===== src/rtl/idecode.sv =====
// rtl/idecode.sv - RV64I + Zicsr registered decode stage (ID/EX pipeline register)
//
// Decodes one 32-bit instruction per cycle into fields, a sign-extended
// immediate, and ALU/memory/branch/CSR/trap controls. All outputs are registered.
//
// Ports:
//   clk, resetn          clock, asynchronous active-low reset
//   flush, stall         squash (two-edge bubble), hold all outputs
//   instr, pc            fetched instruction word and its PC
//   regfile_rs1/rs2      register read data (reserved, no effect on outputs)
//   opcode..funct7       raw instruction fields
//   imm, pc_out          decoded immediate, registered PC
//   alu_op, trap_cause   ALU operation, mcause code
//   csr_addr, is_csr, csr_read, csr_write
//   trap, reg_write_enable, mem_read, mem_write, is_branch, jump, use_pc
module idecode #(
   parameter int XLEN = 64
) (
   input  logic            clk,
   input  logic            resetn,
   input  logic            flush,
   input  logic            stall,
   input  logic [31:0]     instr,
   input  logic [XLEN-1:0] pc,
   input  logic [XLEN-1:0] regfile_rs1,
   input  logic [XLEN-1:0] regfile_rs2,
   output logic [6:0]      opcode,
   output logic [4:0]      rd,
   output logic [4:0]      rs1,
   output logic [4:0]      rs2,
   output logic [2:0]      funct3,
   output logic [6:0]      funct7,
   output logic [XLEN-1:0] imm,
   output logic [XLEN-1:0] pc_out,
   output logic [3:0]      alu_op,
   output logic [3:0]      trap_cause,
   output logic [11:0]     csr_addr,
   output logic            is_csr,
   output logic            csr_read,
   output logic            csr_write,
   output logic            trap,
   output logic            reg_write_enable,
   output logic            mem_read,
   output logic            mem_write,
   output logic            is_branch,
   output logic            jump,
   output logic            use_pc
);

   localparam logic [3:0] ALU_NONE = 4'b0000;
   localparam logic [3:0] ALU_ADD  = 4'b0001;
   localparam logic [3:0] ALU_SUB  = 4'b0010;
   localparam logic [3:0] ALU_AND  = 4'b0011;
   localparam logic [3:0] ALU_OR   = 4'b0100;
   localparam logic [3:0] ALU_XOR  = 4'b0101;
   localparam logic [3:0] ALU_SLL  = 4'b0110;
   localparam logic [3:0] ALU_SRL  = 4'b0111;
   localparam logic [3:0] ALU_SRA  = 4'b1000;
   localparam logic [3:0] ALU_SLT  = 4'b1001;
   localparam logic [3:0] ALU_SLTU = 4'b1010;

   localparam logic [6:0] OPC_LOAD     = 7'b0000011;
   localparam logic [6:0] OPC_OP_IMM   = 7'b0010011;
   localparam logic [6:0] OPC_AUIPC    = 7'b0010111;
   localparam logic [6:0] OPC_OP_IMM32 = 7'b0011011;
   localparam logic [6:0] OPC_STORE    = 7'b0100011;
   localparam logic [6:0] OPC_OP       = 7'b0110011;
   localparam logic [6:0] OPC_LUI      = 7'b0110111;
   localparam logic [6:0] OPC_OP32     = 7'b0111011;
   localparam logic [6:0] OPC_BRANCH   = 7'b1100011;
   localparam logic [6:0] OPC_JALR     = 7'b1100111;
   localparam logic [6:0] OPC_JAL      = 7'b1101111;
   localparam logic [6:0] OPC_SYSTEM   = 7'b1110011;

   localparam logic [6:0] F7_BASE = 7'b0000000;
   localparam logic [6:0] F7_ALT  = 7'b0100000;

   typedef struct packed {
      logic [6:0]      opcode;
      logic [4:0]      rd;
      logic [4:0]      rs1;
      logic [4:0]      rs2;
      logic [2:0]      funct3;
      logic [6:0]      funct7;
      logic [XLEN-1:0] imm;
      logic [XLEN-1:0] pc;
      logic [3:0]      alu_op;
      logic [3:0]      trap_cause;
      logic [11:0]     csr_addr;
      logic            is_csr;
      logic            csr_read;
      logic            csr_write;
      logic            trap;
      logic            reg_write;
      logic            mem_read;
      logic            mem_write;
      logic            is_branch;
      logic            jump;
      logic            use_pc;
   } dec_t;

   dec_t d;
   dec_t q;
   logic flush_pending;
   logic illegal;

   logic [XLEN-1:0] i_imm, s_imm, b_imm, u_imm, j_imm, csr_uimm;
   logic [6:0]      f7;
   logic [2:0]      f3;

   assign f7 = instr[31:25];
   assign f3 = instr[14:12];

   assign i_imm    = {{(XLEN-12){instr[31]}}, instr[31:20]};
   assign s_imm    = {{(XLEN-12){instr[31]}}, instr[31:25], instr[11:7]};
   assign b_imm    = {{(XLEN-13){instr[31]}}, instr[31], instr[7], instr[30:25], instr[11:8], 1'b0};
   assign u_imm    = {{(XLEN-32){instr[31]}}, instr[31:12], 12'b0};
   assign j_imm    = {{(XLEN-21){instr[31]}}, instr[31], instr[19:12], instr[20], instr[30:21], 1'b0};
   assign csr_uimm = {{(XLEN-5){1'b0}}, instr[19:15]};

   // Register read data is carried for a later operand-forwarding stage.
   logic unused_regfile;
   assign unused_regfile = ^{regfile_rs1, regfile_rs2};

   always_comb begin
      d          = '0;
      illegal    = 1'b0;
      d.opcode   = instr[6:0];
      d.rd       = instr[11:7];
      d.rs1      = instr[19:15];
      d.rs2      = instr[24:20];
      d.funct3   = f3;
      d.funct7   = f7;
      d.pc       = pc;

      if (instr[1:0] != 2'b11) begin
         illegal = 1'b1;
      end else begin
         case (instr[6:0])
            OPC_OP: begin
               d.reg_write = 1'b1;
               case ({f7, f3})
                  {F7_BASE, 3'b000}: d.alu_op = ALU_ADD;
                  {F7_ALT,  3'b000}: d.alu_op = ALU_SUB;
                  {F7_BASE, 3'b001}: d.alu_op = ALU_SLL;
                  {F7_BASE, 3'b010}: d.alu_op = ALU_SLT;
                  {F7_BASE, 3'b011}: d.alu_op = ALU_SLTU;
                  {F7_BASE, 3'b100}: d.alu_op = ALU_XOR;
                  {F7_BASE, 3'b101}: d.alu_op = ALU_SRL;
                  {F7_ALT,  3'b101}: d.alu_op = ALU_SRA;
                  {F7_BASE, 3'b110}: d.alu_op = ALU_OR;
                  {F7_BASE, 3'b111}: d.alu_op = ALU_AND;
                  default:           illegal  = 1'b1;
               endcase
            end
            OPC_OP32: begin
               d.reg_write = 1'b1;
               case ({f7, f3})
                  {F7_BASE, 3'b000}: d.alu_op = ALU_ADD;
                  {F7_ALT,  3'b000}: d.alu_op = ALU_SUB;
                  {F7_BASE, 3'b001}: d.alu_op = ALU_SLL;
                  {F7_BASE, 3'b101}: d.alu_op = ALU_SRL;
                  {F7_ALT,  3'b101}: d.alu_op = ALU_SRA;
                  default:           illegal  = 1'b1;
               endcase
            end
            OPC_OP_IMM: begin
               d.reg_write = 1'b1;
               d.imm       = i_imm;
               case (f3)
                  3'b000: d.alu_op = ALU_ADD;
                  3'b010: d.alu_op = ALU_SLT;
                  3'b011: d.alu_op = ALU_SLTU;
                  3'b100: d.alu_op = ALU_XOR;
                  3'b110: d.alu_op = ALU_OR;
                  3'b111: d.alu_op = ALU_AND;
                  // 64-bit shifts: shamt is instr[25:20], so only [31:26] is checked.
                  3'b001: if (instr[31:26] == 6'b000000) d.alu_op = ALU_SLL; else illegal = 1'b1;
                  default: begin
                     if (instr[31:26] == 6'b000000)      d.alu_op = ALU_SRL;
                     else if (instr[31:26] == 6'b010000) d.alu_op = ALU_SRA;
                     else                                illegal  = 1'b1;
                  end
               endcase
            end
            OPC_OP_IMM32: begin
               d.reg_write = 1'b1;
               d.imm       = i_imm;
               case (f3)
                  3'b000: d.alu_op = ALU_ADD;
                  3'b001: if (f7 == F7_BASE) d.alu_op = ALU_SLL; else illegal = 1'b1;
                  3'b101: begin
                     if (f7 == F7_BASE)     d.alu_op = ALU_SRL;
                     else if (f7 == F7_ALT) d.alu_op = ALU_SRA;
                     else                   illegal  = 1'b1;
                  end
                  default: illegal = 1'b1;
               endcase
            end
            OPC_LOAD: begin
               if (f3 == 3'b111) illegal = 1'b1;
               d.alu_op    = ALU_ADD;
               d.mem_read  = 1'b1;
               d.reg_write = 1'b1;
               d.imm       = i_imm;
            end
            OPC_STORE: begin
               if (f3[2]) illegal = 1'b1;
               d.alu_op    = ALU_ADD;
               d.mem_write = 1'b1;
               d.imm       = s_imm;
            end
            OPC_BRANCH: begin
               if (f3[2:1] == 2'b01) illegal = 1'b1;
               d.is_branch = 1'b1;
               d.use_pc    = 1'b1;
               d.imm       = b_imm;
            end
            OPC_JAL: begin
               d.jump      = 1'b1;
               d.reg_write = 1'b1;
               d.use_pc    = 1'b1;
               d.alu_op    = ALU_ADD;
               d.imm       = j_imm;
            end
            OPC_JALR: begin
               if (f3 != 3'b000) illegal = 1'b1;
               d.jump      = 1'b1;
               d.reg_write = 1'b1;
               d.alu_op    = ALU_ADD;
               d.imm       = i_imm;
            end
            OPC_LUI: begin
               d.reg_write = 1'b1;
               d.imm       = u_imm;
            end
            OPC_AUIPC: begin
               d.reg_write = 1'b1;
               d.use_pc    = 1'b1;
               d.alu_op    = ALU_ADD;
               d.imm       = u_imm;
            end
            OPC_SYSTEM: begin
               case (f3)
                  3'b000: begin
                     case (instr)
                        32'h0000_0073: begin d.trap = 1'b1; d.trap_cause = 4'd11; end
                        32'h0010_0073: begin d.trap = 1'b1; d.trap_cause = 4'd3;  end
                        32'h3020_0073: d.jump = 1'b1;
                        32'h1050_0073: ;
                        default:       illegal = 1'b1;
                     endcase
                  end
                  3'b100: illegal = 1'b1;
                  default: begin
                     d.is_csr    = 1'b1;
                     d.csr_addr  = instr[31:20];
                     d.reg_write = (instr[11:7] != 5'd0);
                     d.imm       = f3[2] ? csr_uimm : '0;
                     // CSRRW skips the read when rd=x0; CSRRS/RC skip the write when the mask is zero.
                     if (f3[1:0] == 2'b01) begin
                        d.csr_write = 1'b1;
                        d.csr_read  = (instr[11:7] != 5'd0);
                     end else begin
                        d.csr_read  = 1'b1;
                        d.csr_write = (instr[19:15] != 5'd0);
                     end
                  end
               endcase
            end
            default: illegal = 1'b1;
         endcase
      end

      // Illegal instructions keep raw fields and PC but drop every control.
      if (illegal) begin
         d.imm        = '0;
         d.alu_op     = ALU_NONE;
         d.csr_addr   = '0;
         d.is_csr     = 1'b0;
         d.csr_read   = 1'b0;
         d.csr_write  = 1'b0;
         d.reg_write  = 1'b0;
         d.mem_read   = 1'b0;
         d.mem_write  = 1'b0;
         d.is_branch  = 1'b0;
         d.jump       = 1'b0;
         d.use_pc     = 1'b0;
         d.trap       = 1'b1;
         d.trap_cause = 4'd2;
      end
   end

   // A flush squashes two edges: the current slot and the wrong-path fetch behind it.
   always_ff @(posedge clk or negedge resetn) begin
      if (!resetn) begin
         q             <= '0;
         flush_pending <= 1'b0;
      end else if (flush) begin
         q             <= '0;
         flush_pending <= 1'b1;
      end else if (flush_pending) begin
         q             <= '0;
         flush_pending <= 1'b0;
      end else if (!stall) begin
         q <= d;
      end
   end

   assign opcode           = q.opcode;
   assign rd               = q.rd;
   assign rs1              = q.rs1;
   assign rs2              = q.rs2;
   assign funct3           = q.funct3;
   assign funct7           = q.funct7;
   assign imm              = q.imm;
   assign pc_out           = q.pc;
   assign alu_op           = q.alu_op;
   assign trap_cause       = q.trap_cause;
   assign csr_addr         = q.csr_addr;
   assign is_csr           = q.is_csr;
   assign csr_read         = q.csr_read;
   assign csr_write        = q.csr_write;
   assign trap             = q.trap;
   assign reg_write_enable = q.reg_write;
   assign mem_read         = q.mem_read;
   assign mem_write        = q.mem_write;
   assign is_branch        = q.is_branch;
   assign jump             = q.jump;
   assign use_pc           = q.use_pc;

endmodule


===== config.mk =====
export PLATFORM = sky130hd
export DESIGN_NAME = idecode
export DESIGN_NICKNAME = d
export VERILOG_FILES = /design/src/rtl/idecode.sv
export SDC_FILE = /design/constraint.sdc
export NUM_CORES = 1
export LEC_CHECK = 0
export CELL_PAD_IN_SITES_DETAIL_PLACEMENT = 1
export CELL_PAD_IN_SITES_GLOBAL_PLACEMENT = 1
export CORE_MARGIN = 2
export CORE_UTILIZATION = 28
export DETAILED_ROUTE_END_ITERATION = 8
export GPL_ROUTABILITY_DRIVEN = 0
export PLACE_DENSITY = 0.85
export REMOVE_ABC_BUFFERS = 1
export SYNTH_ARGS = -nofsm -noshare
export SYNTH_HDL_FRONTEND = slang
export SYNTH_SLANG_ARGS = --single-unit

===== constraint.sdc =====
create_clock -name clk -period 2 [get_ports clk]
set_input_delay 0.5 -clock clk [delete_from_list [all_inputs] [get_ports clk]]
set_output_delay 0.5 -clock clk [all_outputs]
set_load 0.005 [all_outputs]

==> impl_metrics.yaml <==
outcome:
  status: "finished with violations"
  violations: "setup timing"
floorplan:
  die_area_um2: 26500
  chipWidth_um: 163
  die_h_um: 163
  start_util: 0.283
  core_area_um2: 25000
  rows: 58
  io-pin-count: 418
sta:
  hold_viol_final: 0
  fin_crit_sh: 1.21
  finalSetupViolations: 44
  drv_slew: 0
  relSlewSlack: 0.399
  fin_crit_ps: 2430
  worstMarginPinSlew_ps: 899
  max_freq_mhz: 412
  rsz0062_at_grt: "yes"
  setup_slack_ps: -427
  skew_ps: 8.50
global_routing:
  grt_max_degree: 49
  first_global_vias: 7486
  overflow: 0
  grt_antenna_before_repair: 2
  grt_usage: 0.222
  grt_pass1_wl_um: 45100
setup_path:
  crit_chain: "buf_8, nor3_4, buf_6, buf_6, nand2_4, o211ai_1, o2111ai_2, or4_4, buf_12, o21ai_2"
  cpMostUsedCell: "buf_6"
  path_class: "in2reg"
  critPathSlowestCell: "or4_4"
  end_kind: "flop"
  cp.arrival_ps: 2770
  required_ps: 2340
  cp_slowest_stage_delay_ps: 680
  startpoint_type: "primary input"
  cp_max_fo: 8
clock_network:
  clk_pin_slew_ps: 70
  tritoncts: "yes"
  htreeDepth: 4
  clock_sinks: 157
  cts_buffer_depth: 2
  numCtsBuffers: 17
  clk_latency_ps: 420
  cts_root_buf: "clkbuf_16"
synth:
  synth_edf_count: 0
  synth_flop_cell: "dfrtp_1"
  synth_top_family_by_area: "compound AO/OA/AOI/OAI gates"
  syn_area_um2: 7070
  muxShareOfSynthArea: 0.00283
  synth-compound-area-share: 0.257
  synth_warnings: 0
  synth.avg_cell_area_um2: 11.1
  yosysSeqAreaShare: 0.555
  synth-xor-area-share: 0.00124
  synth-simple-area-share: 0.110
  synth_fa_ha_area_frac: 0.00142
  syn_inst: 636
  synth_cell_type_count: 60
  synthArstFlopShare: 1.00
  ys_ff_latch: 157
placement:
  dp_slack_ps: -1270
  hpwl_um: 21600
  port_buffers: 288
layout:
  final_common_cell: "clkdlybuf4s50_1"
  final_cell_mix: "clkdlybuf4s50_1, dfrtp_1, buf_4"
  areaGrowthSynthToFinish_pct: 68.7
  layout-drive-gt1-share: 0.274
  fill_cells: 2705
  nets: 1230
pwr:
  leakage_nw: 5.35
  power.density_nw_per_um2: 633
  finalPower_mw: 7.55
  peakVddDrop_mv: 0.409
worst_hold_path:
  hold_path_class: "in2reg"
job:
  drv_cap: 0
detailed_routing:
  drt_iter0_markers: 491
  wl_um: 30300
  drtAntennaViolNets: 0
  routed_via_density: 5.19
  vias: 6992
  dr.pass1.iters: 4
  route.detailed.wl_per_inst_um: 22.5
  drc: 0
-- report_power, final --
part | internal [mW] | switching (mW) | leakage [nW]
combinational | 0.529 | 0.493 | 2.90
clock | 1.80 | 1.46 | 0.289
sequential | 3.24 | 0.0398 | 2.16
total | 5.57 | 1.99 | 5.35
-- critical path: cells and delay by family --
kind            cells  cell delay (ps)
simple gates        3             1000
compound gates      3              700
buf+inv             4              560
-- flip-flops by register name, indices dropped and copies added (netlist names), 3 cells and up --
register / count
rs1: 5
opcode: 7
pc_out: 64
csr_addr: 12
imm: 32
alu_op: 4
trap_cause: 3
funct3: 3
rd: 5
rs2: 5
funct7: 7
-- cell usage after synthesis, types with 2 or more instances --
cell	instances	area (um^2)
nor4_1	4	25.0
nand2b_1	6	37.5
buf_6	3	33.8
o31ai_1	5	37.5
and3b_1	2	17.5
nand2_1	64	240
nand4_1	3	18.8
o2111ai_1	2	17.5
and3_1	3	18.8
buf_4	35	263
nand3_1	7	35.0
and4b_1	2	20.0
o32ai_1	2	17.5
buf_1	5	18.8
or3_1	2	12.5
a22o_1	105	920
o211ai_1	5	37.5
dfrtp_1	157	3930
a21oi_1	33	165
a32o_1	13	130
nor3b_1	3	22.5
buf_2	4	20.0
o22ai_1	3	18.8
o21ai_2	30	263
or4_1	2	15.0
o21ai_0	15	75.1
or2_2	2	12.5
inv_1	4	15.0
clkbuf_1	40	150
nor4bb_1	2	20.0
mux2i_1	2	20.0
a31oi_1	2	12.5
nor2b_1	5	31.3
nor2_1	21	78.8
nor3_1	18	90.1
-- layout make-up --
class | instances | area [um^2] | share of cell area
Antenna cell | 2 | 5.00 | 0.000419
Tap cell | 330 | 413 | 0.0346
Clock inverter | 14 | 149 | 0.0125
Clock buffer | 18 | 439 | 0.0368
Multi-Input combinational cell | 387 | 2840 | 0.238
Inverter | 4 | 15.0 | 0.00126
Timing Repair Buffer | 435 | 4140 | 0.347
Sequential cell | 157 | 3930 | 0.329
-- per-stage QoR --
| stage | cell area (um^2) | cells | hold slack (ps) | TNS, ps | util |
|---|---|---|---|---|---|
| finish | 11900 | 1347 | 443 | -13880 | 0.478 |
| floorplan | 6580 | 548 | 204 | -1179910 | - |
| CTS | 11900 | 1341 | 428 | -9010 | 0.475 |
| global placement | 11000 | 1294 | 406 | -61850 | 0.440 |
| global route | 11900 | 1346 | 429 | -14970 | 0.478 |
| detailed placement | 11000 | 1294 | 410 | -68380 | 0.440 |
-- kinds of logic after synthesis --
| family | count (synthesis) |
|---|---|
| buffers and inverters | 92 |
| multiplexers | 2 |
| adder cells (fa/ha/maj) | 1 |
| AO/OA/AOI/OAI | 228 |
| other | 1 |
| AND/OR/NAND/NOR | 154 |
| flip-flops | 157 |
| XOR/XNOR | 1 |
-- layer usage --
layer  GRT usage  vias up  wire, um
met5           0        -        12
met4       0.101        2      1160
met3      0.0550       68      2180
met2       0.377      285     15200
met1       0.265     3570     11700
li1            -     3067         -
-- what timing repair did --
item,in CTS,in global routing
endpoints found under the hold margin,24,0
gates resized for setup,182,51
pin swaps,42,26
setup endpoints to repair,93,56
gates cloned,3,0
hold buffers,1,0
setup buffers,11,5
-- worst paths after layout --
| path | start | end | slack (ps) | depth (start not counted) |
|---|---|---|---|---|
| max | instr[31] | imm[1] | -430 | 10 |
| min | instr[19] | rs1[4] | 440 | 3 |
| max reg2reg | flush_pending | imm[1] | 10 | 4 |
| min reg2reg | imm[29] | imm[29] | 490 | 2 |
| max in group asynchronous | resetn | rd[1] | 870 | 3 |
| min in group asynchronous | resetn | imm[16] | 520 | 2 |
Power figures use the tool's default switching activity.
